[config.mk]
export PLATFORM = sky130hd
export DESIGN_NAME = fetch_queue_flat
export DESIGN_NICKNAME = d
export VERILOG_FILES = /design/src/rtl/fetch_queue_if.sv /design/src/rtl/fetch_queue.sv /design/src/flat_wrapper.sv
export SDC_FILE = /design/constraint.sdc
export NUM_CORES = 1
export LEC_CHECK = 0
export CAP_MARGIN = 10
export CORE_ASPECT_RATIO = 1.75
export CORE_UTILIZATION = 55
export DETAILED_ROUTE_END_ITERATION = 8
export GPL_TIMING_DRIVEN = 0
export PLACE_DENSITY = 0.9
export SYNTH_ARGS = -nofsm -noshare
export SYNTH_HDL_FRONTEND = slang
export SYNTH_SLANG_ARGS = --single-unit
[constraint.sdc]
create_clock -name clk -period 11.95 [get_ports clk]
set_input_delay 1.7925 -clock clk [delete_from_list [all_inputs] [get_ports clk]]
set_output_delay 1.7925 -clock clk [all_outputs]
set_load 0.1 [all_outputs]
[src/rtl/fetch_queue_if.sv]
// Memory-port and decoder-side signal bundle for the sequential instruction fetch queue.
// master = the fetch queue itself, slave = the memory/decoder environment.
interface fetch_queue_if #(
    parameter int unsigned DEPTH = 4
);
    localparam int unsigned CW = $clog2(DEPTH) + 1;

    logic          mem_valid;
    logic          mem_instr;
    logic          mem_ready;
    logic [31:0]   mem_addr;
    logic [31:0]   mem_wdata;
    logic [3:0]    mem_wstrb;
    logic [31:0]   mem_rdata;
    logic          fetcher_valid;
    logic          decoder_ready;
    logic [31:0]   instr;
    logic [31:0]   fetcher_pc;
    logic          flush;
    logic [31:0]   flush_pc;
    logic [CW-1:0] count;

    modport master (
        output mem_valid, mem_instr, mem_addr, mem_wdata, mem_wstrb,
        output fetcher_valid, instr, fetcher_pc, count,
        input  mem_ready, mem_rdata, decoder_ready, flush, flush_pc
    );

    modport slave (
        input  mem_valid, mem_instr, mem_addr, mem_wdata, mem_wstrb,
        input  fetcher_valid, instr, fetcher_pc, count,
        output mem_ready, mem_rdata, decoder_ready, flush, flush_pc
    );
endinterface

[src/rtl/fetch_queue.sv]
// Sequential instruction prefetcher: keeps one memory request in flight and buffers
// returned words in a DEPTH-entry show-ahead queue with a one-cycle redirect.
module fetch_queue #(
    parameter int unsigned DEPTH    = 4,
    parameter logic [31:0] RESET_PC = 32'h0000_0000,
    parameter int unsigned PC_STEP  = 4
) (
    input  logic         clk,
    input  logic         reset,
    fetch_queue_if.master bus
);
    localparam int unsigned  PW   = $clog2(DEPTH);
    localparam int unsigned  CW   = PW + 1;
    localparam logic [CW-1:0] FULL = CW'(DEPTH);

    // ST_DROP: a request is in flight whose response belongs to a flushed stream
    typedef enum logic [1:0] {
        ST_IDLE = 2'b00,
        ST_REQ  = 2'b01,
        ST_DROP = 2'b10
    } state_t;

    state_t        state_r, state_s;
    logic [31:0]   mem_addr_r, mem_addr_s;
    logic [31:0]   fetch_pc_r, fetch_pc_s;
    logic [PW-1:0] head_r, head_s;
    logic [PW-1:0] tail_r, tail_s;
    logic [CW-1:0] count_r, count_s;
    logic          fetcher_valid_r;
    logic [31:0]   entry_instr_r [DEPTH];
    logic [31:0]   entry_pc_r    [DEPTH];
    logic          complete_s, push_s, pop_s, start_s;

    // Queue bookkeeping, redirect target and request sequencing
    always_comb begin
        complete_s = (state_r != ST_IDLE) && bus.mem_ready;
        push_s     = complete_s && (state_r == ST_REQ) && !bus.flush;
        pop_s      = fetcher_valid_r && bus.decoder_ready && !bus.flush;

        if (bus.flush) begin
            head_s  = {PW{1'b0}};
            tail_s  = {PW{1'b0}};
            count_s = {CW{1'b0}};
        end else begin
            head_s  = head_r + PW'(pop_s);
            tail_s  = tail_r + PW'(push_s);
            count_s = count_r + CW'(push_s) - CW'(pop_s);
        end

        if (bus.flush) begin
            fetch_pc_s = {bus.flush_pc[31:2], 2'b00};
        end else if (push_s) begin
            fetch_pc_s = mem_addr_r + 32'(PC_STEP);
        end else begin
            fetch_pc_s = fetch_pc_r;
        end

        // A request is only started when the slot for its word is guaranteed
        state_s = state_r;
        case (state_r)
            ST_IDLE: begin
                if (bus.flush || (count_r < FULL)) begin
                    state_s = ST_REQ;
                end else begin
                    state_s = ST_IDLE;
                end
            end
            ST_REQ: begin
                if (complete_s) begin
                    if (bus.flush || (count_s < FULL)) begin
                        state_s = ST_REQ;
                    end else begin
                        state_s = ST_IDLE;
                    end
                end else if (bus.flush) begin
                    state_s = ST_DROP;
                end else begin
                    state_s = ST_REQ;
                end
            end
            ST_DROP: begin
                if (complete_s) begin
                    state_s = ST_REQ;
                end else begin
                    state_s = ST_DROP;
                end
            end
            default: state_s = ST_IDLE;
        endcase

        // The address only moves when a fresh request begins, never mid-request
        start_s = (state_s == ST_REQ) && ((state_r == ST_IDLE) || complete_s);
        if (start_s) begin
            mem_addr_s = fetch_pc_s;
        end else begin
            mem_addr_s = mem_addr_r;
        end
    end

    // Control state, pointers and occupancy
    always_ff @(posedge clk or posedge reset) begin
        if (reset) begin
            state_r         <= ST_IDLE;
            mem_addr_r      <= RESET_PC;
            fetch_pc_r      <= RESET_PC;
            head_r          <= {PW{1'b0}};
            tail_r          <= {PW{1'b0}};
            count_r         <= {CW{1'b0}};
            fetcher_valid_r <= 1'b0;
        end else begin
            state_r         <= state_s;
            mem_addr_r      <= mem_addr_s;
            fetch_pc_r      <= fetch_pc_s;
            head_r          <= head_s;
            tail_r          <= tail_s;
            count_r         <= count_s;
            fetcher_valid_r <= (count_s != {CW{1'b0}});
        end
    end

    // Queue storage, written at the tail on each accepted response
    always_ff @(posedge clk or posedge reset) begin
        if (reset) begin
            for (int i = 0; i < int'(DEPTH); i++) begin
                entry_instr_r[i] <= 32'h0000_0000;
                entry_pc_r[i]    <= 32'h0000_0000;
            end
        end else if (push_s) begin
            entry_instr_r[tail_r] <= bus.mem_rdata;
            entry_pc_r[tail_r]    <= mem_addr_r;
        end
    end

    assign bus.mem_valid     = (state_r != ST_IDLE);
    assign bus.mem_instr     = (state_r != ST_IDLE);
    assign bus.mem_addr      = mem_addr_r;
    assign bus.mem_wdata     = 32'h0000_0000;
    assign bus.mem_wstrb     = 4'h0;
    assign bus.fetcher_valid = fetcher_valid_r;
    assign bus.instr         = entry_instr_r[head_r];
    assign bus.fetcher_pc    = entry_pc_r[head_r];
    assign bus.count         = count_r;

endmodule

[src/flat_wrapper.sv]
// flat-port wrapper written by rule: the top's interface ports become plain ports
module fetch_queue_flat 
#(
    parameter int unsigned DEPTH    = 4,
    parameter logic [31:0] RESET_PC = 32'h0000_0000,
    parameter int unsigned PC_STEP  = 4
)
  (clk, reset, bus_mem_valid, bus_mem_instr, bus_mem_addr, bus_mem_wdata, bus_mem_wstrb, bus_fetcher_valid, bus_instr, bus_fetcher_pc, bus_count, bus_mem_ready, bus_mem_rdata, bus_decoder_ready, bus_flush, bus_flush_pc);
  fetch_queue_if #(.DEPTH(DEPTH)) bus_i ();
  input  logic clk;
  input  logic reset;
  output wire logic [$bits(bus_i.mem_valid)-1:0] bus_mem_valid;
  output wire logic [$bits(bus_i.mem_instr)-1:0] bus_mem_instr;
  output wire logic [$bits(bus_i.mem_addr)-1:0] bus_mem_addr;
  output wire logic [$bits(bus_i.mem_wdata)-1:0] bus_mem_wdata;
  output wire logic [$bits(bus_i.mem_wstrb)-1:0] bus_mem_wstrb;
  output wire logic [$bits(bus_i.fetcher_valid)-1:0] bus_fetcher_valid;
  output wire logic [$bits(bus_i.instr)-1:0] bus_instr;
  output wire logic [$bits(bus_i.fetcher_pc)-1:0] bus_fetcher_pc;
  output wire logic [$bits(bus_i.count)-1:0] bus_count;
  input wire logic [$bits(bus_i.mem_ready)-1:0] bus_mem_ready;
  input wire logic [$bits(bus_i.mem_rdata)-1:0] bus_mem_rdata;
  input wire logic [$bits(bus_i.decoder_ready)-1:0] bus_decoder_ready;
  input wire logic [$bits(bus_i.flush)-1:0] bus_flush;
  input wire logic [$bits(bus_i.flush_pc)-1:0] bus_flush_pc;
  assign bus_mem_valid = bus_i.mem_valid;
  assign bus_mem_instr = bus_i.mem_instr;
  assign bus_mem_addr = bus_i.mem_addr;
  assign bus_mem_wdata = bus_i.mem_wdata;
  assign bus_mem_wstrb = bus_i.mem_wstrb;
  assign bus_fetcher_valid = bus_i.fetcher_valid;
  assign bus_instr = bus_i.instr;
  assign bus_fetcher_pc = bus_i.fetcher_pc;
  assign bus_count = bus_i.count;
  assign bus_i.mem_ready = bus_mem_ready;
  assign bus_i.mem_rdata = bus_mem_rdata;
  assign bus_i.decoder_ready = bus_decoder_ready;
  assign bus_i.flush = bus_flush;
  assign bus_i.flush_pc = bus_flush_pc;
  fetch_queue #(.DEPTH(DEPTH), .RESET_PC(RESET_PC), .PC_STEP(PC_STEP)) u_core (.clk(clk), .reset(reset), .bus(bus_i));
endmodule
# Word-level counts from Yosys, hierarchy flattened
# Index checks and enable logic that the tools add are counted.
# totals
ff_bits	330
latchBits	0
ram_bits	0
mem_bits_ro	0
in_bits	69
out_inout_bits	138
n_memories	0
# classes
add_sub_neg	5
mul	0
div_mod_pow	0
n_lt_le_gt_ge	5
n_eq_ne	3
n_shift	0
n_mux	21
n_bitwise	2
reduce_logical	14
# op_table
operator	count
bitwise mux 128 bit	2
two-way mux 32 bit	7
binary-select mux 32 bit (select 2 bit)	2
demux 32 bit (select 2 bit)	1
adder 32 x 3 -> 32 bit, second input constant	1
two-way mux 2 bit	5
logical AND 1 bit	7
greater-or-equal comparator 3 bit, second input constant	2
less-than comparator 3 bit, second input constant	2
NOT 2 -> 3 bit	2
case mux 2 bit (3 select lines)	1
adder 2 x 1 -> 2 bit	2
equality test 2 x 1 -> 1 bit, second input constant	2
adder 3 x 1 -> 3 bit	1
logical OR 1 bit	3
less-than comparator 3 x 1 -> 1 bit, second input constant	1
two-way mux 3 bit	1
nonzero test 3 bit	1
subtractor 3 x 1 -> 3 bit	1
equality test 2 bit, second input constant	1
zero test 2 bit	1
two-way mux 1 bit	2
nonzero test 2 bit	1
zero test 1 bit	1

# Longest topological paths before layout
# Gate-level depths: netlist of the first run.
# depth
word_depth	14
depth_mapped	17
mapped_depth_nobuf	12

# Worst setup path before layout of the first run
# OpenSTA, ideal clock, no wires.
# synth_path
kind	input to register
start	input port bus_flush
end	register u_core.mem_addr_r[31], in the netlist u_core.bus.mem_addr[31]
setup_ns	0.137
arrival_time_ns	5.153
slack_ns	6.659
cell_stages	17
n_path_buf	6
path_cell_list	clkbuf_1 clkbuf_1 clkbuf_1 buf_1 nor2_1 ha_1 inv_1 ha_1 inv_1 fa_1 xnor2_1 nor4b_1 or3_1 clkbuf_1 clkbuf_1 a21oi_1 a2bb2oi_1
# synth_via
elab_chain_len	12
elab_cells_between_ends	18
classes_between	2 x add/sub; 1 x order compare; 1 x eq/ne; 8 x mux; 6 x reduce/logical
# synth_rtl
element	line	source
from (decl)	flat_wrapper.sv:24	input wire logic [$bits(bus_i.flush)-1:0] bus_flush;
zero test 1 bit	fetch_queue.sv:37, fetch_queue.sv:38	
logical AND 1 bit	fetch_queue.sv:37	push_s = complete_s && (state_r == ST_REQ) && !bus.flush;
adder 3 x 1 -> 3 bit	fetch_queue.sv:47	count_s = count_r + CW'(push_s) - CW'(pop_s);
subtractor 3 x 1 -> 3 bit	fetch_queue.sv:47	
two-way mux 3 bit	fetch_queue.sv:40	if (bus.flush) begin
less-than comparator 3 bit	fetch_queue.sv:70	if (bus.flush || (count_s < FULL)) begin
logical OR 1 bit	fetch_queue.sv:70	
two-way mux 1 bit	fetch_queue.sv:70	
two-way mux 2 bit	fetch_queue.sv:69	if (complete_s) begin
case mux 2 bit (3 select lines)	fetch_queue.sv:60	case (state_r)
equality test 2 x 1 -> 1 bit	fetch_queue.sv:92	start_s = (state_s == ST_REQ) && ((state_r == ST_IDLE) || complete_s);
logical AND 1 bit	fetch_queue.sv:92	
to (signal assigned)	fetch_queue.sv:112	mem_addr_r <= mem_addr_s;
to (decl)	fetch_queue.sv:24	logic [31:0] mem_addr_r, mem_addr_s;
# Parallel ways exist; a longest one is shown, timed or not.
# A chain may end at the register's enable or synchronous reset.

# Final worst setup path of the first run
# layout_path
start	input port bus_mem_ready
end	register u_core.mem_addr_r[28], in the netlist u_core.bus.mem_addr[28]
# layout_via
elab_chain_len	13
elab_cells_between_ends	17
classes_between	2 x add/sub; 1 x order compare; 1 x eq/ne; 7 x mux; 6 x reduce/logical
# layout_rtl
element	line	source
from (decl)	flat_wrapper.sv:21	input wire logic [$bits(bus_i.mem_ready)-1:0] bus_mem_ready;
logical AND 1 bit *	fetch_queue.sv:36	complete_s = (state_r != ST_IDLE) && bus.mem_ready;
logical AND 1 bit (2 in a row)	fetch_queue.sv:37	
adder 3 x 1 -> 3 bit	fetch_queue.sv:47	
subtractor 3 x 1 -> 3 bit	fetch_queue.sv:47	
two-way mux 3 bit	fetch_queue.sv:40	
less-than comparator 3 bit	fetch_queue.sv:70	
logical OR 1 bit	fetch_queue.sv:70	
two-way mux 1 bit	fetch_queue.sv:70	
two-way mux 2 bit	fetch_queue.sv:69	
case mux 2 bit (3 select lines)	fetch_queue.sv:60	
equality test 2 x 1 -> 1 bit	fetch_queue.sv:92	
logical AND 1 bit	fetch_queue.sv:92	
# Mark *: on every way between the ends. The rest lies on a longest branch, timed or not.

==> reports/metrics.cfg, run 1 <==
[finish]
final_cell_area_um2 = 18750
fillerInstances = 1796
postLayoutCoreUtil_pct = 68.62
finalNetCount = 1414
synthToLayoutAreaGrowth_pct = 22.51
multi_input_area_um2 = 6430
drive_gt1_share_pct = 34.65
regArea_um2 = 8258

[cts]
cts_max_path_buffers = 3
root_buffer = clkbuf_16
htreeDepth = 1
tritoncts = done
post_cts_buffers = 0
cts_buffers = 29
cts_resized = 0
clk_pin_slew_ns = 0.07
clkLatencyLatePin_ns = 0.58
cts.sinks = 330
hold_buffers = 0

[sta]
hold_viol = 0
setup_tns_ns = 0
max_slew_margin_pct = 25.05
drv_slew = 0
post-route-period-util_pct = 52.47
setup_ws_ns = 5.680
finalWorstPathRequiredPeriod_ns = 6.270
fin_worst_skew_ns = 0.02020
setup_violations = 0
worst_slew_pin_slew_ns = 1.118
rsz0062_at_grt = no
max_freq_mhz = 159.5

[synth]
ys.flop_type = dfrtp_1
yosys-top-cells-area = dfrtp_1, mux2_2, mux4_2, buf_4, nand2_1
synthCells = 1104
synth_area_leader_cell = dfrtp_1
yosys.area_share.simple_pct = 5.445
async_flop_share_pct = 100.0
synth_cell_types = 58
synth_top_family_by_area = multiplexers
synth_edf_count = 0
yosysSeqAreaShare_pct = 53.96
synth-seq-cells = 330
yosysWarnings = 0
synth_xor_area_share_pct = 1.602
synthesis.area_um2 = 15300
yosys.area_share.adder_pct = 0.6050
muxShareOfSynthArea_pct = 29.32
yosys.area.top_type_share_pct = 53.96
synth_compound_area_share_pct = 4.153
synth_area_per_cell_um2 = 13.86

[place]
gp_routability_congestion = 0.8614
place_area_um2 = 17630
hpwl_mm = 26.21
post-place-ws_ns = 5.193
io_buffers = 167

[drt]
firstDrtPassIters = 5
detail-route-antenna-nets = 0
vias_per_cell = 5.835
wl_per_cell_um = 21.73
drc = 0
drt_wl_total_mm = 37.66
num_vias = 10110
drtIter0Drc = 636

[worst_setup_path]
r2r_setup_slack_ns = 6.97
critPathMaxFanout = 11
cp-endpoint = u_core.bus.mem_addr[28]
critPathMaxStageDelay_ns = 0.58
slowest_stage = nor3_2
crit_chain = clkdlybuf4s50_1 > and3b_1 > buf_4 > nand2b_1 > inv_1 > buf_2 > buf_1 > ha_1 > inv_1 > fa_1 > xnor2_1 > nor4b_1 > nor3_2 > buf_2 > buf_1 > a2bb2oi_1
cp.arrival_ns = 6.68
worstPathRequired_ns = 12.36
r2r-start = u_core.state_r[1]
cp-start-kind = input pin
reg2reg_depth = 15
critPathKind = in2reg
critPathCaptureType = register
reg2reg_to = u_core.bus.mem_addr[28]
startpoint = bus_mem_ready

[die]
dieArea_um2 = 28520
die_x_um = 128.1
initial_utilization_pct = 56.01
core_um2 = 27330
die_h_um = 222.7
io-pin-count = 207
std_cell_rows = 80

[worst_hold_path]
hold_class = reg2reg
min-delay-start = u_core.entry_pc_r[49]

[global_route]
grt_util_met3_pct = 2.986
grt.overflow.total = 0
gr-usage-met1_pct = 31.61
grt_pass1_vias = 10880
grt-busiest-layer = met2
grt_usage_pct = 27.26
grt_max_degree = 133
grtUsageMet2_pct = 48.42
grt_pass1_wl_mm = 59.04
antenna_found_initial = 2

[outcome]
outcome = finished, final reports clean

[job]
max-cap-violations = 0

[power_and_ir_drop]
pwr_density_cell_nw_per_um2 = 292.9
p_total_w = 0.005493
ir_drop_mv = 0.3084
p_leak_nw = 8.447

[flip-flops by register name, summed over array words and instances (netlist names)]
register,flops
u_core.entry_pc_r,128
u_core.head_r,2
u_core.bus.count,3
u_core.bus.fetcher_valid,1
u_core.entry_instr_r,128
u_core.bus.mem_addr,32
u_core.fetch_pc_r,32
u_core.state_r,2
u_core.tail_r,2
[worst min path at each step]
stage,end,slack [ns],cells past startpoint
finish,u_core.entry_pc_r[49],0.49,2
global route,u_core.entry_pc_r[60],0.51,1
CTS,u_core.entry_pc_r[49],0.49,2
detailed placement,u_core.entry_pc_r[49],0.47,2
global placement,u_core.entry_pc_r[49],0.46,2
floorplan,u_core.entry_pc_r[46],0.44,2
[per-layer routing]
layer  up-vias  wire length [um]
met2       385             20350
met4         0              2078
met1      5217             13400
met3       122              1824
li1       4388                 -
met5         -                 0
[power by group]
group	switching (W)	internal, W	total, W	leakage [nW]
logic	0.00194	0.000829	0.00277	3.62
registers	0.000205	0.00144	0.00164	4.28
clock network	0.000428	0.000652	0.00108	0.546
[layout by cell type, fill, tap and decap left out, types with 6 or more instances in the layout]
master / Yosys / routed
buf_4: 51 / 51
nand2_1: 61 / 61
xor2_1: 15 / 15
clkdlybuf4s50_1: 0 / 167
clkbuf_16: 0 / 29
nor2_1: 33 / 33
mux4_2: 64 / 64
buf_2: 28 / 28
conb_1: 1 / 36
mux2_2: 263 / 263
and4_1: 6 / 6
a2bb2oi_1: 9 / 9
buf_1: 14 / 14
nand3_1: 14 / 14
dfrtp_1: 330 / 330
xnor2_1: 13 / 13
clkbuf_1: 28 / 30
inv_1: 14 / 13
bufinv_16: 0 / 8
o21ai_0: 28 / 28
a21oi_1: 33 / 33
[layout make-up]
class,count,area share [%]
Antenna cell,2,0.02669
Buffer,124,3.710
Clock buffer,36,4.277
Tap cell,369,2.462
Multi-Input combinational cell,671,34.29
Inverter,14,0.3203
Sequential cell,330,44.04
Timing Repair Buffer,169,9.209
Clock inverter,18,1.662
[stage by stage]
step / instances / hold slack [ns]
final: 1733 / 0.4913
after detailed placement: 1677 / 0.4711
after global routing: 1733 / 0.5122
after CTS: 1731 / 0.4857
after global placement: 1675 / 0.4601
after floorplan: 1139 / 0.4446
[critical path, delay by kind of cell]
family	cells	cell delay, ns
AOI/OAI and AO/OA	1	0.15
buffers and inverters	8	2.61
xor gates and xnor gates	1	0.29
and+or+nand+nor	4	1.12
adders and majority gates	2	0.68
[synthesized netlist by cell type (4+ instances only)]
cell type and instances:
inv_1 14, a2bb2oi_1 9, mux4_2 64, nor3_1 5
xor2_1 15, mux2_1 4, buf_1 14, nor2_1 33
and4_1 6, a31oi_1 5, o21ai_0 28, nor2b_1 4
ha_1 5, mux2_2 263, xnor2_1 13, o31ai_1 5
nand3_1 14, buf_4 51, a21boi_0 4, nand2_1 61
a21oi_1 33, nand4_1 5, mux2i_1 4, buf_2 28
nor3b_1 4, nand3b_1 5, clkbuf_1 28, dfrtp_1 330
[kinds of logic after synthesis]
logic type,after synthesis
mux,335
flops,330
simple gates,162
buf+inv,138
compound gates,103
xor+xnor,28
fa+ha+maj,7
other cells,1
(Power assumes the default switching activity.)
==> run 2: changes to the inputs <==
==> constraint.sdc (replaced) <==
create_clock -name clk -period 6.2 [get_ports clk]
set_input_delay 0.93 -clock clk [delete_from_list [all_inputs] [get_ports clk]]
set_output_delay 0.93 -clock clk [all_outputs]
set_load 0.1 [all_outputs]
==> run 2 against run 1 <==
Utilization up 0.39 points. Non-clock buffer count up 6. Critical endpoint unchanged. Design area up 0.57%. Via count up 0.77%. Total power up 93%. Clock skew down 0.0075 ns. Sequential power up 93%. Routed wire length up 1.2%. Register-to-register slack worse by 5.8 ns. Global-route usage up 0.73 points.
==> reports/metrics.cfg, run 2 (synthesis gave the netlist of run 1 again) <==
[worst_setup_path]
path_buf_inv = 8  ; unchanged
slowest_stage = clkdlybuf4s50_1
cp-start-kind = input pin
reg2reg_to = u_core.bus.mem_addr[28]
critPathMaxFanout = 11  ; unchanged
startpoint = bus_mem_ready
critPathMaxStageDelay_ns = 0.58  ; about the same
cp.arrival_ns = 5.85  ; -0.83 ns
critical-path-top-delay-family = buffers and inverters
crit_cells = 16  ; unchanged
reg2reg_depth = 15  ; unchanged
worstPathRequired_ns = 6.62  ; -5.74 ns
r2r-start = u_core.state_r[1]
critPathKind = in2reg
r2r_setup_slack_ns = 1.19  ; -5.78 ns
cp-endpoint = u_core.bus.mem_addr[28]
critPathCaptureType = register
crit_chain = clkdlybuf4s50_1 > and3b_1 > buf_4 > nand2b_1 > inv_1 > buf_2 > buf_1 > ha_1 > inv_1 > fa_1 > xnor2_1 > nor4b_1 > nor3_2 > buf_2 > buf_1 > a2bb2oi_1

[worst_hold_path]
hold_class = reg2reg
min-delay-start = u_core.entry_pc_r[17]

[finish]
reg_top3 = u_core.entry_instr_r x128, u_core.entry_pc_r x128
final_common_cell = dfrtp_1
postLayoutCoreUtil_pct = 69.01  ; +0.39 points
synthToLayoutAreaGrowth_pct = 23.22
fillerInstances = 1795  ; -0.056%
drive_gt1_share_pct = 34.87  ; +0.21 points
most-common-layout-cells = dfrtp_1, mux2_2, clkdlybuf4s50_1
finalNetCount = 1420  ; +0.42%

[die]
std_cell_rows = 80  ; unchanged
die_x_um = 128.1  ; unchanged
dieArea_um2 = 28520  ; unchanged
core_um2 = 27330  ; unchanged
initial_utilization_pct = 56.01  ; unchanged
io-pin-count = 207  ; unchanged
die_h_um = 222.7  ; unchanged

[power_and_ir_drop]
pwr_density_cell_nw_per_um2 = 562.7  ; +92%
p_sw_w = 0.004973  ; +93%
intPower_w = 0.005639  ; +93%
p_leak_nw = 8.478  ; +0.36%
combinationalPowerShare_pct = 50.5  ; about the same
p_clk_share_pct = 19.7  ; about the same
seq_power_share_pct = 29.9  ; about the same
switching_share_pct = 46.86  ; about the same
ir_drop_mv = 0.5240  ; +70%

[cts]
htreeDepth = 1  ; unchanged
cts_buffers = 29  ; unchanged
cts.sinks = 330  ; unchanged
post_cts_buffers = 0  ; unchanged
hold_buffers = 0  ; unchanged
tritoncts = done
root_buffer = clkbuf_16
clk_pin_slew_ns = 0.07  ; about the same
cts_max_path_buffers = 3  ; unchanged
cts_resized = 0  ; unchanged
clkLatencyLatePin_ns = 0.58  ; about the same

[global_route]
grt_pass1_vias = 11140  ; +2.3%
grt_usage_pct = 28.00  ; +0.73 points
antenna_found_initial = 2  ; unchanged
grt_pass1_wl_mm = 60.89  ; +3.1%
grt.overflow.total = 0  ; unchanged
grt_max_degree = 45  ; -66%

[place]
post-place-ws_ns = 0.3071  ; -4.886 ns
io_buffers = 167  ; unchanged
hpwl_mm = 26.69  ; +1.8%
gp_routability_congestion = 0.8704  ; +1.0%

[drt]
wl_per_cell_um = 21.92  ; +0.89%
num_vias = 10190  ; +0.77%
drc = 0  ; unchanged
detail-route-antenna-nets = 0  ; unchanged
drt_wl_total_mm = 38.10  ; +1.2%
drtIter0Drc = 672  ; +5.7%
vias_per_cell = 5.863  ; +0.48%
firstDrtPassIters = 6  ; +1

[sta]
fin_worst_skew_ns = 0.01274  ; -0.007459 ns
drv_slew = 0  ; unchanged
holdWs_ns = 0.4911  ; -0.0002410 ns
finalWorstPathRequiredPeriod_ns = 5.437
hold_viol = 0  ; unchanged
post-route-period-util_pct = 87.69
worst_slew_pin_slew_ns = 1.113  ; -0.005340 ns
rsz0062_at_grt = no
setup_ws_ns = 0.7632  ; -4.917 ns
setup_violations = 0  ; unchanged
max_freq_mhz = 183.9
max_slew_margin_pct = 25.41  ; +0.36 points

[outcome]
outcome = finished, final reports clean

[job]
max-cap-violations = 0  ; unchanged

## run 2: cell types whose count changed in the layout (fill, tap and decap cells not counted), sizes merged
cell      previous run  this run
buf                 95       101
clkbuf              67        68
clkinv               7         3
clkinvlp             1         6
diode                2         1
inv                 16        14
## run 2: power by group through the flow
stage / logic, W / registers, W / clock network [W]
finish: 0.00536 / 0.00317 / 0.00209
global route: 0.00556 / 0.00323 / 0.00219
floorplan: 0.00346 / 0.00383 / 0
detailed placement: 0.00533 / 0.00319 / 0
global placement: 0.00523 / 0.00314 / 0
CTS: 0.00536 / 0.00316 / 0.00212
## run 2: metrics by stage
| step | power (W) | cell area, um2 | TNS [ns] | instances |
|---|---|---|---|---|
| finish | 0.01061 | 18860 | 0 | 1738 |
| floorplan | 0.007285 | 15440 | 0 | 1139 |
| global route | 0.01098 | 18860 | 0 | 1738 |
| CTS | 0.01064 | 18860 | 0 | 1737 |
| detailed placement | 0.008516 | 17730 | 0 | 1683 |
| global placement | 0.008373 | 17570 | -343.60 | 1675 |
## run 2: layout make-up
type                       instances  area [um2]  area share, %
sequential                       330        8258          43.79
multi-input combinational        671        6430          34.10
timing repair buffer             175        1832          9.713
clock buffer                      37       805.8          4.273
buffer                           124       695.7          3.689
tap                              369       461.7          2.448
clock inverter                    17       316.6          1.679
inverter                          14       56.30         0.2986
antenna                            1       2.502        0.01327
## run 2: worst register-to-register path, stage by stage, from the launching register on
cell and delay [ns]:
dfrtp_1 0.45, and3b_1 0.24, buf_4 0.19, nand2b_1 0.21, inv_1 0.12, buf_2 0.27
buf_1 0.57, ha_1 0.26, inv_1 0.05, fa_1 0.41, xnor2_1 0.33, nor4b_1 0.13
nor3_2 0.56, buf_2 0.39, buf_1 0.49, a2bb2oi_1 0.17
## run 2: metal layers
layer / vias to the layer above / track usage [%] / routed length, um
met2: 442 / 50.16 / 20430
li1: 4396 / - / -
met1: 5213 / 32.13 / 13430
met3: 137 / 3.371 / 2019
met4: 2 / 15.45 / 2208
met5: - / 0 / 10
## run 2: how the worst min path moves through the flow
| stage | end | slack, ns | depth (start not counted) |
|---|---|---|---|
| 3_5_place_dp | u_core.entry_pc_r[46] | 0.47 | 2 |
| 5_1_grt | u_core.entry_instr_r[17] | 0.51 | 1 |
| 4_1_cts | u_core.entry_pc_r[81] | 0.49 | 2 |
| 6_report | u_core.entry_pc_r[17] | 0.49 | 2 |
| 2_1_floorplan | u_core.entry_pc_r[46] | 0.44 | 2 |
| 3_3_place_gp | u_core.entry_pc_r[49] | 0.46 | 2 |
==> run 3: changes to the inputs <==
--- a/config.mk
+++ b/config.mk
@@ -5,11 +5,9 @@
 export SDC_FILE = /design/constraint.sdc
 export NUM_CORES = 1
 export LEC_CHECK = 0
-export CAP_MARGIN = 10
 export CORE_ASPECT_RATIO = 1.75
 export CORE_UTILIZATION = 55
 export DETAILED_ROUTE_END_ITERATION = 8
-export GPL_TIMING_DRIVEN = 0
 export PLACE_DENSITY = 0.9
 export SYNTH_ARGS = -nofsm -noshare
 export SYNTH_HDL_FRONTEND = slang
==> constraint.sdc (replaced) <==
create_clock -name clk -period 6.2 [get_ports clk]
set_input_delay 0.93 -clock clk [delete_from_list [all_inputs] [get_ports clk]]
set_output_delay 0.93 -clock clk [all_outputs]
set_load 0.01 [all_outputs]
==> run 3 against run 2 <==
Final cell count down 6.3%. Utilization fell by 2.9 points. Maximum frequency is 18% higher. Largest cell class unchanged. Critical path type unchanged. Die area unchanged. Sequential power up 6%. Combinational power fell by 53%. Sequential cell count did not move. Register-to-register slack improved by 0.81 ns. Routed wire length decreased by 9.8%. Setup slack improved by 0.85 ns.
==> reports/metrics.cfg, run 3 (synthesis gave the netlist of run 1 again) <==
[finish]
reg_top3 = u_core.entry_instr_r x128, u_core.entry_pc_r x128
drive_gt1_share_pct = 32.48  ; -2.4 points
multi_input_area_um2 = 6455  ; +0.39%
postLayoutCoreUtil_pct = 66.13  ; -2.9 points
final_cell_area_um2 = 18070  ; -4.2%
regArea_um2 = 8265  ; about the same
final_cells = 1629  ; -6.3%
fillerInstances = 1926  ; +7.3%
synthToLayoutAreaGrowth_pct = 18.08
finalNetCount = 1308  ; -7.9%
most-common-layout-cells = dfrtp_1, mux2_2, clkdlybuf4s50_1
final_common_cell = dfrtp_1

[job]
max-cap-violations = 0  ; unchanged

[place]
hpwl_mm = 21.81  ; -18%
io_buffers = 168  ; +0.60%
place_area_um2 = 17080  ; -3.7%
placed_cells = 1571  ; -6.7%
gp_routability_congestion = 0.7923  ; -9.0%

[worst_setup_path]
worstPathRequired_ns = 6.61  ; about the same
slowest_stage = or3_1
critPathCaptureType = register
critPathMaxFanout = 21  ; +10
cp-start-kind = input pin
critPathKind = in2reg
crit_chain = clkdlybuf4s50_1 > and3b_1 > buf_4 > nand2b_1 > buf_4 > inv_1 > buf_4 > ha_1 > inv_1 > fa_1 > xnor2_1 > nor4b_1 > or3_1 > a21oi_1 > a2bb2oi_1
cp.arrival_ns = 5.00  ; -0.85 ns
crit_path_frequent_cell = buf_4
critPathMaxStageDelay_ns = 0.63  ; +0.05 ns

[cts]
cts_buffers = 29  ; unchanged
clkLatencyLatePin_ns = 0.56  ; -0.02 ns
cts.sinks = 330  ; unchanged
hold_buffers = 0  ; unchanged
tritoncts = done
cts_max_path_buffers = 3  ; unchanged
htreeDepth = 1  ; unchanged
post_cts_buffers = 0  ; unchanged
clk_pin_slew_ns = 0.07  ; about the same
root_buffer = clkbuf_16
cts_resized = 0  ; unchanged

[global_route]
grt.overflow.total = 0  ; unchanged
grt_pass1_wl_mm = 55.13  ; -9.5%
grt_max_degree = 150  ; +230%
grt_usage_pct = 25.10  ; -2.9 points
antenna_found_initial = 3  ; +1
grt_pass1_vias = 10200  ; -8.4%

[sta]
hold_viol = 0  ; unchanged
worst_slew_pin_slew_ns = 1.087  ; -0.02618 ns
rsz0062_at_grt = no
holdWs_ns = 0.4833  ; -0.007760 ns
fin_worst_skew_ns = 0.02120  ; +0.008460 ns
finalWorstPathRequiredPeriod_ns = 4.590  ; -0.8470 ns
post-route-period-util_pct = 74.03  ; -14 points
max_slew_margin_pct = 27.56  ; +2.1 points
max_freq_mhz = 217.9  ; +18%
drv_slew = 0  ; unchanged
setup_tns_ns = 0  ; unchanged
setup_violations = 0  ; unchanged

[power_and_ir_drop]
p_leak_nw = 8.026  ; -5.3%
pwr_density_cell_nw_per_um2 = 427.8  ; -24%
ir_drop_mv = 0.3572  ; -32%

[drt]
drt_wl_total_mm = 34.38  ; -9.8%
wl_per_cell_um = 21.11  ; -3.7%
vias_per_cell = 5.844  ; -0.32%
firstDrtPassIters = 4  ; -2
drtIter0Drc = 458  ; -32%
num_vias = 9520  ; -6.6%
drc = 0  ; unchanged
detail-route-antenna-nets = 0  ; unchanged

[outcome]
outcome = finished, final reports clean

[worst_hold_path]
hold_class = reg2reg

[die]
std_cell_rows = 80  ; unchanged
die_h_um = 222.7  ; unchanged
dieArea_um2 = 28520  ; unchanged
core_um2 = 27330  ; unchanged
die_x_um = 128.1  ; unchanged
initial_utilization_pct = 56.01  ; unchanged
io-pin-count = 207  ; unchanged

-- run 3: path summary, 6_finish.rpt --
check / startpoint / end / slack [ns] / cells past startpoint
hold reg to reg: u_core.entry_pc_r[17] / u_core.entry_pc_r[17] / 0.48 / 2
min in group asynchronous: reset / u_core.entry_pc_r[33] / 0.90 / 2
setup / recovery: bus_mem_ready / u_core.bus.mem_addr[23] / 1.61 / 15
setup reg to reg: u_core.state_r[0] / u_core.bus.mem_addr[23] / 2.00 / 14
max in group asynchronous: reset / u_core.head_r[0] / 3.99 / 3
hold / removal: u_core.entry_pc_r[17] / u_core.entry_pc_r[17] / 0.48 / 2
-- run 3: cell type report --
cell class	count	area share, %
Multi-Input combinational cell	671	35.72
Tap cell	369	2.555
Timing Repair Buffer	187	10.21
Clock inverter	9	0.4570
Sequential cell	330	45.74
Clock buffer	45	4.957
Inverter	14	0.3116
Antenna cell	4	0.05539
-- run 3: metrics by stage --
step | total power, W | worst slack, ns
detailed placement | 0.005931 | 1.126
CTS | 0.007787 | 1.656
floorplan | 0.004808 | 0.8633
global route | 0.008116 | 1.470
finish | 0.007730 | 1.610
global placement | 0.005784 | 1.196
-- run 3: critical path: cells and delay by family --
family,cells,cell delay (ns)
adder cells (fa/ha/maj),2,0.62
AND/OR/NAND/NOR,4,1.50
buffers and inverters,6,1.46
AO/OA/AOI/OAI,2,0.27
XOR/XNOR,1,0.21
-- run 3: power by group --
part	switching [W]	internal [W]	leakage, nW
sequential	0.000578	0.00277	4.28
clock	0.000800	0.00104	0.487
combinational	0.00101	0.00153	3.26
total	0.00239	0.00534	8.03
-- run 3: per-layer routing --
layer / track usage, % / wire, um
met3: 3.395 / 1463
met2: 44.71 / 18490
met1: 29.42 / 12980
met5: 0 / 0
met4: 12.33 / 1451
